### src/rtl/uart_pkg.sv
// Shared UART definitions: transmitter state encoding and default frame geometry.
package uart_pkg;

    localparam int UART_OVS    = 16;
    localparam int UART_DATA_W = 8;

    typedef enum logic [1:0] {
        IDLE,
        START,
        DATA,
        STOP
    } uart_tx_state_t;

endpackage

### src/rtl/rr_arbiter2.sv
// Two-way round-robin grant; on a tie the channel that was not served last wins.
module rr_arbiter2 (
    input  logic       clk,
    input  logic       rst,
    input  logic [1:0] i_req,
    input  logic       i_enable,
    input  logic       i_update,
    output logic [1:0] o_grant
);

    logic r_last;

    always_comb begin
        o_grant = 2'b00;
        if (i_enable) begin
            case (i_req)
                2'b01:   o_grant = 2'b01;
                2'b10:   o_grant = 2'b10;
                2'b11:   o_grant = r_last ? 2'b01 : 2'b10;
                default: o_grant = 2'b00;
            endcase
        end
    end

    // Starts at 1 so channel 0 wins the first tie after reset.
    always_ff @(posedge clk or posedge rst) begin
        if (rst) begin
            r_last <= 1'b1;
        end else if (i_update) begin
            r_last <= o_grant[1];
        end
    end

endmodule

### src/rtl/uart_tx_arbiter.sv
// 8N1 UART transmitter shared round-robin between two valid/ready byte channels.
module uart_tx_arbiter
    import uart_pkg::*;
#(
    parameter int DATA_W = UART_DATA_W,
    parameter int OVS    = UART_OVS
) (
    input  logic              clk,
    input  logic              rst,
    input  logic              tick,
    input  logic [1:0]        valid,
    input  logic [DATA_W-1:0] data0,
    input  logic [DATA_W-1:0] data1,
    output logic [1:0]        ready,
    output logic              tx,
    output logic              busy,
    output logic              chan,
    output logic              done
);

    localparam int TW = $clog2(OVS);
    localparam int BW = $clog2(DATA_W);
    localparam logic [TW-1:0] TICK_LAST = TW'(OVS - 1);
    localparam logic [BW-1:0] BIT_LAST  = BW'(DATA_W - 1);

    uart_tx_state_t    r_state;
    uart_tx_state_t    w_stateNext;
    logic [TW-1:0]     r_tickCnt;
    logic [TW-1:0]     w_tickNext;
    logic [BW-1:0]     r_bitCnt;
    logic [BW-1:0]     w_bitNext;
    logic [DATA_W-1:0] r_shift;
    logic [DATA_W-1:0] w_shiftNext;
    logic              r_chan;
    logic              w_chanNext;
    logic              r_done;
    logic              w_doneNext;
    logic              r_tx;
    logic              w_txNext;
    logic [1:0]        w_grant;
    logic              w_enable;
    logic              w_fire;
    logic              w_termTick;

    // Grants are only offered while idle and never while reset is held.
    assign w_enable   = (r_state == IDLE) && !rst;
    assign w_fire     = |(valid & w_grant);
    assign w_termTick = tick && (r_tickCnt == TICK_LAST);

    rr_arbiter2 u_arb (
        .clk      (clk),
        .rst      (rst),
        .i_req    (valid),
        .i_enable (w_enable),
        .i_update (w_fire),
        .o_grant  (w_grant)
    );

    always_comb begin
        w_stateNext = r_state;
        w_tickNext  = r_tickCnt;
        w_bitNext   = r_bitCnt;
        w_shiftNext = r_shift;
        w_chanNext  = r_chan;
        w_doneNext  = 1'b0;
        case (r_state)
            IDLE: begin
                if (w_fire) begin
                    w_shiftNext = w_grant[1] ? data1 : data0;
                    w_chanNext  = w_grant[1];
                    w_tickNext  = '0;
                    w_stateNext = START;
                end
            end
            START: begin
                if (w_termTick) begin
                    w_tickNext  = '0;
                    w_bitNext   = '0;
                    w_stateNext = DATA;
                end else if (tick) begin
                    w_tickNext = r_tickCnt + 1'b1;
                end
            end
            DATA: begin
                if (w_termTick) begin
                    w_tickNext  = '0;
                    w_shiftNext = r_shift >> 1;
                    w_bitNext   = r_bitCnt + 1'b1;
                    if (r_bitCnt == BIT_LAST) begin
                        w_stateNext = STOP;
                    end
                end else if (tick) begin
                    w_tickNext = r_tickCnt + 1'b1;
                end
            end
            STOP: begin
                if (w_termTick) begin
                    w_tickNext  = '0;
                    w_doneNext  = 1'b1;
                    w_stateNext = IDLE;
                end else if (tick) begin
                    w_tickNext = r_tickCnt + 1'b1;
                end
            end
            default: w_stateNext = IDLE;
        endcase

        // tx is registered from the next state so the pin never glitches.
        case (w_stateNext)
            START:   w_txNext = 1'b0;
            DATA:    w_txNext = w_shiftNext[0];
            default: w_txNext = 1'b1;
        endcase
    end

    always_ff @(posedge clk or posedge rst) begin
        if (rst) begin
            r_state   <= IDLE;
            r_tickCnt <= '0;
            r_bitCnt  <= '0;
            r_shift   <= '0;
            r_chan    <= 1'b0;
            r_done    <= 1'b0;
            r_tx      <= 1'b1;
        end else begin
            r_state   <= w_stateNext;
            r_tickCnt <= w_tickNext;
            r_bitCnt  <= w_bitNext;
            r_shift   <= w_shiftNext;
            r_chan    <= w_chanNext;
            r_done    <= w_doneNext;
            r_tx      <= w_txNext;
        end
    end

    assign ready = w_grant;
    assign tx    = r_tx;
    assign busy  = (r_state != IDLE);
    assign chan  = r_chan;
    assign done  = r_done;

endmodule
### config.mk
export PLATFORM = sky130hd
export DESIGN_NAME = uart_tx_arbiter
export DESIGN_NICKNAME = d
export VERILOG_FILES = /design/src/rtl/uart_pkg.sv /design/src/rtl/rr_arbiter2.sv /design/src/rtl/uart_tx_arbiter.sv
export SDC_FILE = /design/constraint.sdc
export NUM_CORES = 1
export LEC_CHECK = 0
export ABC_AREA = 1
export CAP_MARGIN = 20
export CORE_ASPECT_RATIO = 1.1
export CORE_MARGIN = 10
export CORE_UTILIZATION = 25
export DETAILED_ROUTE_END_ITERATION = 8
export GPL_TIMING_DRIVEN = 0
export SYNTH_ARGS = -nofsm -noshare
export SYNTH_HDL_FRONTEND = slang
export SYNTH_SLANG_ARGS = --single-unit
### constraint.sdc
create_clock -name clk -period 4.73 [get_ports clk]
set_clock_uncertainty 0.05 [all_clocks]
set_input_delay 1.419 -clock clk [delete_from_list [all_inputs] [get_ports clk]]
set_output_delay 1.419 -clock clk [all_outputs]
set_load 0.02 [all_outputs]
# Word level (Yosys, flattened, before mapping)
# Index checks and enable logic that the tools add are counted.
# classes
bitwise,1
addsub,2
n_eq_ne,14
mux,23
n_reduce_logical,13
# ops
op,n
8-bit 2-to-1 mux,3
8-bit case mux with 2 select lines,1
2-bit 2-to-1 mux,7
4-bit 2-to-1 mux,3
"2-bit equality test, second input constant",5
2-bit case mux with 4 select lines,1
4-bit case mux with 2 select lines,1
"2-bit by 1-bit equality test with 1-bit output, second input constant",3
3-bit 2-to-1 mux,2
2-bit case mux with 3 select lines,1
3-bit case mux with 2 select lines,1
3-bit AND reduction,2
2-bit nonzero test,3
"4-bit by 1-bit adder with 4-bit output, second input constant",1
"4-bit equality test, second input constant",1
"2-bit inequality test, second input constant",2
2-bit AND reduction,2
"3-bit by 1-bit adder with 3-bit output, second input constant",1
"3-bit equality test, second input constant",1
"3-bit by 1-bit inequality test with 1-bit output, second input constant",1
3-bit OR reduction,1
2-bit bitwise AND,1
1-bit logical AND,2
2-bit logical NOT,1
other kinds (5),6
# word_totals
in_bits,21
word_cells,62
out_inout_bits,6
ff_bits,21

# Depth between registers and ports, before layout
# Gate-level depths: netlist (run 1).
# depth
word_depth,9
depth_mapped,9

# Modules after synthesis
# From an unflattened synthesis (run 1), not the netlist that was laid out.
# hier_totals
hier_cells,149
hier_area_um2,1164.9
# modules_own_cells
mod,cells_each,seq_area_each_um2,instances,area_per_inst_um2
uart_tx_arbiter,137,501.7,1,1091.0
rr_arbiter2,12,26.3,1,73.8

# Worst setup path after synthesis (run 1)
# OpenSTA, ideal clock, no wires.
# synth_timing
path_kind,input to output
start,input port rst
end,output port ready[1]
slack_ns,0.751
required_time_ns,3.261
stages,3
arrival_time_ns,2.510
n_path_buf,0
cell_sequence,inv_1 > nand3_2 > nor2_1
# synth_via
elab_chain_cells,3
# synth_rtl
element,line,rtl
"start, declared",uart_tx_arbiter.sv:9,"input logic rst,"
1-bit logical NOT (no line),n/a,
1-bit logical AND,uart_tx_arbiter.sv:46,assign w_enable = (r_state == IDLE) && !rst;
2-bit 2-to-1 mux,rr_arbiter2.sv:15,if (i_enable) begin
"end, declared",uart_tx_arbiter.sv:14,"output logic [1:0] ready,"
# Every way passes these cells.

# Worst setup path after layout (run 1)
# layout_timing
start,input port rst
end,output port ready[0]
# The elaborated chain is that of the path after synthesis.

==> qor.txt, run 1 <==
Estimated wirelength of the detail-placed design -> 2.04 mm
1st-pass router iterations -> 4
Hold buffer count at CTS -> 0
Overall routed net length -> 2.74 mm
Min cycle time layout -> 4.34 ns
Via Count -> 1000
Layout area overhead -> 33.6%
Most frequent cells in the layout -> nand2_1 (32), clkdlybuf4s50_1 (25), dfrtp_1 (19)
Number of ports placed on the die boundary -> 27
CP peak stage delay -> 0.56 ns
Leakage power of the design -> 0.000718 µW
Clock power share -> 0.171
Fraction of the cycle the final worst path needs -> 0.918
Most common cell after layout, fill and taps aside -> nand2_1
Total Routing Usage GR -> 0.0738
Initial core utilization -> 0.256
Sort of element at the end of the critical path -> output pin
Number of global-route vias before repair -> 1040
Post-synthesis instance area -> 0.00117 mm²
Placement Rows -> 26
Ordered list of cells on the worst path -> clkdlybuf4s50_1, clkinvlp_4, nand2_2, nor2_1, clkdlybuf4s50_1
Cell area after placement -> 0.00150 mm²
Total core area -> 0.00459 mm²
Fmax -> 230 MHz
Yosys cell types -> 25
Die extent in y -> 91.9 µm
Via density per instance -> 4.48
Number of antenna violations at the first check in global routing -> 0
Worst Hold Depth -> 2
Number of nets in the finished design -> 192
Routability-driven placement congestion ratio -> 0.735
Setup-violating endpoint count in the final report -> 0
Width of the die -> 85.3 µm
Length in cells of the worst reg-to-reg path -> 6
DRT iter0 DRCs -> 35
Count of input and output buffers -> 26
Peak ir drop on the vdd network -> 145 µV
Net Switching -> 274 µW
Warnings from Yosys -> 0
Number of max-slew violations in the final report -> 0
Critical-path maximum fanout -> 3
Min-Delay Path Class -> reg2reg
Result of the run -> completed
Gate count after technology mapping -> 135
Clock root buffer master -> clkbuf_8
Share of the yosys chip area belonging to registers -> 0.450
Layout cell share with drive strength beyond 1 -> 0.156
CTS max path bufs -> 2
Residual DRC count -> 0
Global-route wire length before repair -> 4.86 mm
Hold Vio Cnt, Final -> 0
# Max-Cap Violations -> 0
Total of fill cells in the finished design -> 476
Clock buffers created by TritonCTS -> 3
Worst R2R Start -> r_tickCnt[0]
Nature of the critical path startpoint -> input port
Worst endpoint data arrival time -> 2.87 ns
Sequential Power Share -> 0.433
Data required, critical path -> 3.26 ns
Cell with the largest stage delay on the worst path -> clkdlybuf4s50_1
Worst-case headroom to the max-slew limit -> 0.650
Most repeated library cell on the critical path -> clkdlybuf4s50_1
Syn_nets -> 159
CTS clock-pin slew for the worst setup and hold paths -> 0.08 ns
Syn Area/Cell -> 8.69 µm²
Hold Crit Start -> chan
CTS tree -> done
Finished layout cell area -> 0.00157 mm²
Worst-Skew Late Latency -> 0.26 ns
Antenna diode instance count -> 0
Start point of the critical path -> rst
RSZ-0062 raised after global routing -> false
Total Die Area -> 0.00784 mm²
Setup_tns -> 0 ns
FF+latch count, synth -> 21
Total number of H-tree levels -> 1
Switching part of the total power -> 0.390
Worst-margin pin slew -> 0.522 ns
P per Cell Area -> 449 mW/mm²
Combinational share of power -> 0.396
Internal power component -> 430 µW
Average wire per cell in the routed design -> 12.3 µm
Final antenna-violating net count -> 0
Largest net degree at the start of global routing -> 12
Clk sinks -> 21
Total global routing overflow -> 0
Type of the worst setup path -> in2out
## Yosys cell counts (all sizes together)
cell    count  area (µm²)
o211ai      6        45.0
dfstp       2        52.6
a22o        2        17.5
inv        17        63.8
nand2      36         150
o31ai       1        7.51
dfrtp      19         475
o22ai       1        6.26
nand4       4        40.0
a21oi       2        10.0
nand3b      1        7.51
nor2       19         123
o21ai      10        50.0
ha          3        37.5
nand3      12        87.6
## final timing paths
kind,to,slack (ns)
worst min register to register,chan,0.44
max in group asynchronous,r_shift[0],2.80
min in group asynchronous,r_shift[2],1.55
worst min-delay path,chan,0.44
worst max register to register,r_shift[2],3.20
worst max-delay path,ready[0],0.39
## cells by family (layout without fill, tap and decap cells)
| logic type | count (synthesis) | in the layout | share of synthesized area |
|---|---|---|---|
| AND/OR/NAND/NOR | 72 | 72 | 0.348 |
| AO/OA/AOI/OAI | 22 | 22 | 0.116 |
| flip-flops | 21 | 21 | 0.450 |
| buffers and inverters | 17 | 49 | 0.0544 |
| adder cells (fa/ha/maj) | 3 | 3 | 0.0320 |
## metal layers
metal,routed length (µm),vias up,global-route usage
met1,1310,455,0.0905
met3,199,4,0.0301
met4,44,0,0.0371
met5,0,-,0
met2,1180,24,0.108
li1,-,517,-
## state kept, by name, summed over array words and instances, names as in the netlist
name,count
r_state,2
u_arb.r_last,1
r_bitCnt,3
done,1
r_shift,8
chan,1
r_tickCnt,4
tx,1
## power groups by stage
stage                     sequential, µW  combinational [µW]  clock (µW)
after CTS                            306                 286         125
after global routing                 316                 318         130
after floorplan                      309                 193           0
final                                305                 279         120
after global placement               309                 277           0
after detailed placement             309                 283           0
## what timing repair did
action / in CTS / in global routing
setup buffers: 1 / 0
cloned: 1 / 0
setup endpoints to repair: 2 / 1
gates resized for setup: 1 / 1
pin swaps: 0 / 0
## layout make-up
type | count | area (µm²) | area share
timing repair inverter | 1 | 5.00 | 0.00319
tap | 56 | 70.1 | 0.0447
multi-input combinational | 97 | 582 | 0.371
clock buffer | 4 | 45.0 | 0.0287
sequential | 21 | 528 | 0.337
inverter | 17 | 67.6 | 0.0431
timing repair buffer | 27 | 270 | 0.172
## stage by stage
step                      hold WS, ns  utilization  std cells  setup slack [ns]  total power [µW]
after floorplan                 0.409            -        135             0.751               501
after global placement          0.420        0.328        217            -0.458               586
after detailed placement        0.419        0.328        217            -0.481               592
after CTS                       0.444        0.341        223             0.104               717
after global routing            0.475        0.342        223             0.297               764
final                           0.438        0.342        223             0.386               704
## worst max-delay path, delay by kind of cell
kind,cells,cell delay (ns)
simple gates,2,0.17
buf+inv,3,1.28
No activity file was read; power rests on OpenSTA's default activity.
==> inputs of run 2 (changes only) <==
--- a/config.mk
+++ b/config.mk
@@ -12,6 +12,7 @@
 export CORE_UTILIZATION = 25
 export DETAILED_ROUTE_END_ITERATION = 8
 export GPL_TIMING_DRIVEN = 0
+export REMOVE_ABC_BUFFERS = 1
 export SYNTH_ARGS = -nofsm -noshare
 export SYNTH_HDL_FRONTEND = slang
 export SYNTH_SLANG_ARGS = --single-unit
==> results of run 2 <==
No change in the layout: final DEF, timing and power equal those of run 1.
==> inputs of run 3 (changes only) <==
--- a/config.mk
+++ b/config.mk
@@ -12,7 +12,9 @@
 export CORE_UTILIZATION = 25
 export DETAILED_ROUTE_END_ITERATION = 8
 export GPL_TIMING_DRIVEN = 0
+export PLACE_DENSITY_LB_ADDON = 0.2
 export REMOVE_ABC_BUFFERS = 1
 export SYNTH_ARGS = -nofsm -noshare
 export SYNTH_HDL_FRONTEND = slang
 export SYNTH_SLANG_ARGS = --single-unit
+export TNS_END_PERCENT = 5
==> qor.txt, run 3 (synthesis gave the netlist of run 1 again) <==
CTS clock-pin slew for the worst setup and hold paths -> 0.08 ns
Total of fill cells in the finished design -> 464
Estimated wirelength of the detail-placed design -> 2.18 mm
Reg-to-reg critical path endpoint -> r_shift[5]
Total global routing overflow -> 0
Sequential Power Share -> 0.432
Sort of element at the end of the critical path -> output pin
Total Die Area -> 0.00784 mm²
Count of input and output buffers -> 26
Total Routing Usage GR -> 0.0768
Worst R2R Start -> r_tickCnt[0]
Overall routed net length -> 2.89 mm
Min-Delay Path Class -> reg2reg
Most common cell after layout, fill and taps aside -> nand2_1
Type of the worst setup path -> in2out
Width of the die -> 85.3 µm
DRT iter0 DRCs -> 60
Worst endpoint data arrival time -> 2.91 ns
Final critical-path setup slack -> 0.355 ns
Clock buffers created by TritonCTS -> 3
Top reg by flops -> r_shift
Worst Setup Slack post-DPL -> -0.509 ns
Net Switching -> 279 µW
Hold buffer count at CTS -> 0
P per Cell Area -> 451 mW/mm²
Most frequent cells in the layout -> nand2_1 (32), clkdlybuf4s50_1 (25), dfrtp_1 (19)
Initial core utilization -> 0.256
Leakage power of the design -> 0.000723 µW
Worst-Skew Late Latency -> 0.26 ns
Switching part of the total power -> 0.393
Total core area -> 0.00459 mm²
Final antenna-violating net count -> 0
Fraction of the cycle the final worst path needs -> 0.925
Layout area overhead -> 34.2%
Number of nets in the finished design -> 193
Number of max-slew violations in the final report -> 0
Peak ir drop on the vdd network -> 151 µV
Via Count -> 1033
Clock power share -> 0.169
Result of the run -> completed
Top Registers -> r_shift: 8 flops, r_tickCnt: 4 flops, r_bitCnt: 3 flops
1st-pass router iterations -> 4
Via density per instance -> 4.61
Data required, critical path -> 3.26 ns
Layout cell share with drive strength beyond 1 -> 0.161
Worst Hold Depth -> 2
Number of antenna violations at the first check in global routing -> 0
Placement Rows -> 26
Clk sinks -> 21
Nature of the critical path startpoint -> input port
Critical-path maximum fanout -> 4
# Max-Cap Violations -> 0
Hold slack -> 0.440 ns
Max reg flops -> 8
Internal power component -> 431 µW
Hold Crit Start -> chan
Number of ports placed on the die boundary -> 27
Largest net degree at the start of global routing -> 12
Number of global-route vias before repair -> 1171
RSZ-0062 raised after global routing -> false
Clock root buffer master -> clkbuf_8
Antenna diode instance count -> 0
Min cycle time layout -> 4.37 ns
Residual DRC count -> 0
Setup-violating endpoint count in the final report -> 0
Worst-margin pin slew -> 0.568 ns
CTS tree -> done
Endpoint of the worst hold path -> chan
Cell area after placement -> 0.00150 mm²
Worst-case headroom to the max-slew limit -> 0.619
Total number of H-tree levels -> 1
Worst-case register-to-register setup slack -> 3.18 ns
Fmax -> 229 MHz
Final Instance Count excl. Fillers -> 224
Routability-driven placement congestion ratio -> 0.749
Global-route wire length before repair -> 5.09 mm
Combinational share of power -> 0.399
Post-placement cell count -> 217
CTS max path bufs -> 2
Hold Vio Cnt, Final -> 0
Average wire per cell in the routed design -> 12.9 µm
Finished layout cell area -> 0.00158 mm²
Length in cells of the worst reg-to-reg path -> 6
Die extent in y -> 91.9 µm
run 3: changes by cell type in the layout (fill, tap and decap cells not counted), sizes merged:
| cell | change |
|---|---|
| buf | +1 |
run 3: final cells by class:
| class | instances | area [µm²] | area share |
|---|---|---|---|
| multi-input cells | 97 | 582 | 0.369 |
| inverters | 17 | 67.6 | 0.0429 |
| repair inverters | 1 | 5.00 | 0.00318 |
| flip-flops and latches | 21 | 528 | 0.335 |
| repair buffers | 28 | 278 | 0.176 |
| well taps | 56 | 70.1 | 0.0445 |
| clock buffers | 4 | 45.0 | 0.0286 |
run 3: critical path, stage by stage:
cell and delay, ns:
clkdlybuf4s50_1 0.58, clkinvlp_4 0.18, nand2_2 0.12, nor2_1 0.05, clkdlybuf4s50_1 0.55
run 3: timing repair:
| action | 4_1_cts | 5_1_grt |
|---|---|---|
| cloned | 1 | 0 |
| setup endpoints to repair | 2 | 1 |
| setup buffers | 2 | 0 |
| resized for setup | 1 | 1 |
run 3: power groups by stage:
stage | combinational [µW] | sequential [µW] | clock (µW)
floorplan | 193 | 309 | 0
global placement | 278 | 309 | 0
detailed placement | 286 | 310 | 0
CTS | 290 | 307 | 124
global route | 324 | 315 | 133
finish | 283 | 307 | 120
run 3: how the worst max path moves through the flow:
| stage | from | endpoint | slack, ns | cells after the start |
|---|---|---|---|---|
| finish | rst | ready[0] | 0.36 | 5 |
| CTS | valid[1] | ready[1] | 0.05 | 6 |
| global route | rst | ready[0] | 0.29 | 5 |
| detailed placement | rst | ready[1] | -0.51 | 5 |
| global placement | rst | ready[1] | -0.44 | 5 |
| floorplan | rst | ready[1] | 0.75 | 3 |
run 3: through the flow:
| step | setup TNS [ns] | util | power (µW) |
|---|---|---|---|
| 2_1_floorplan | 0 | - | 501 |
| 3_3_place_gp | -0.664 | 0.328 | 587 |
| 3_5_place_dp | -0.752 | 0.328 | 595 |
| 4_1_cts | 0 | 0.343 | 721 |
| 5_1_grt | 0 | 0.343 | 772 |
| 6_report | 0 | 0.343 | 710 |
run 3: layer usage:
| layer | global-route usage | part of all wire | vias up | routed length, µm |
|---|---|---|---|---|
| li1 | - | - | 516 | - |
| met4 | 0.0316 | 0.011 | 0 | 31 |
| met3 | 0.0319 | 0.068 | 4 | 197 |
| met5 | 0 | 0 | - | 0 |
| met1 | 0.0888 | 0.46 | 487 | 1330 |
| met2 | 0.122 | 0.46 | 26 | 1330 |
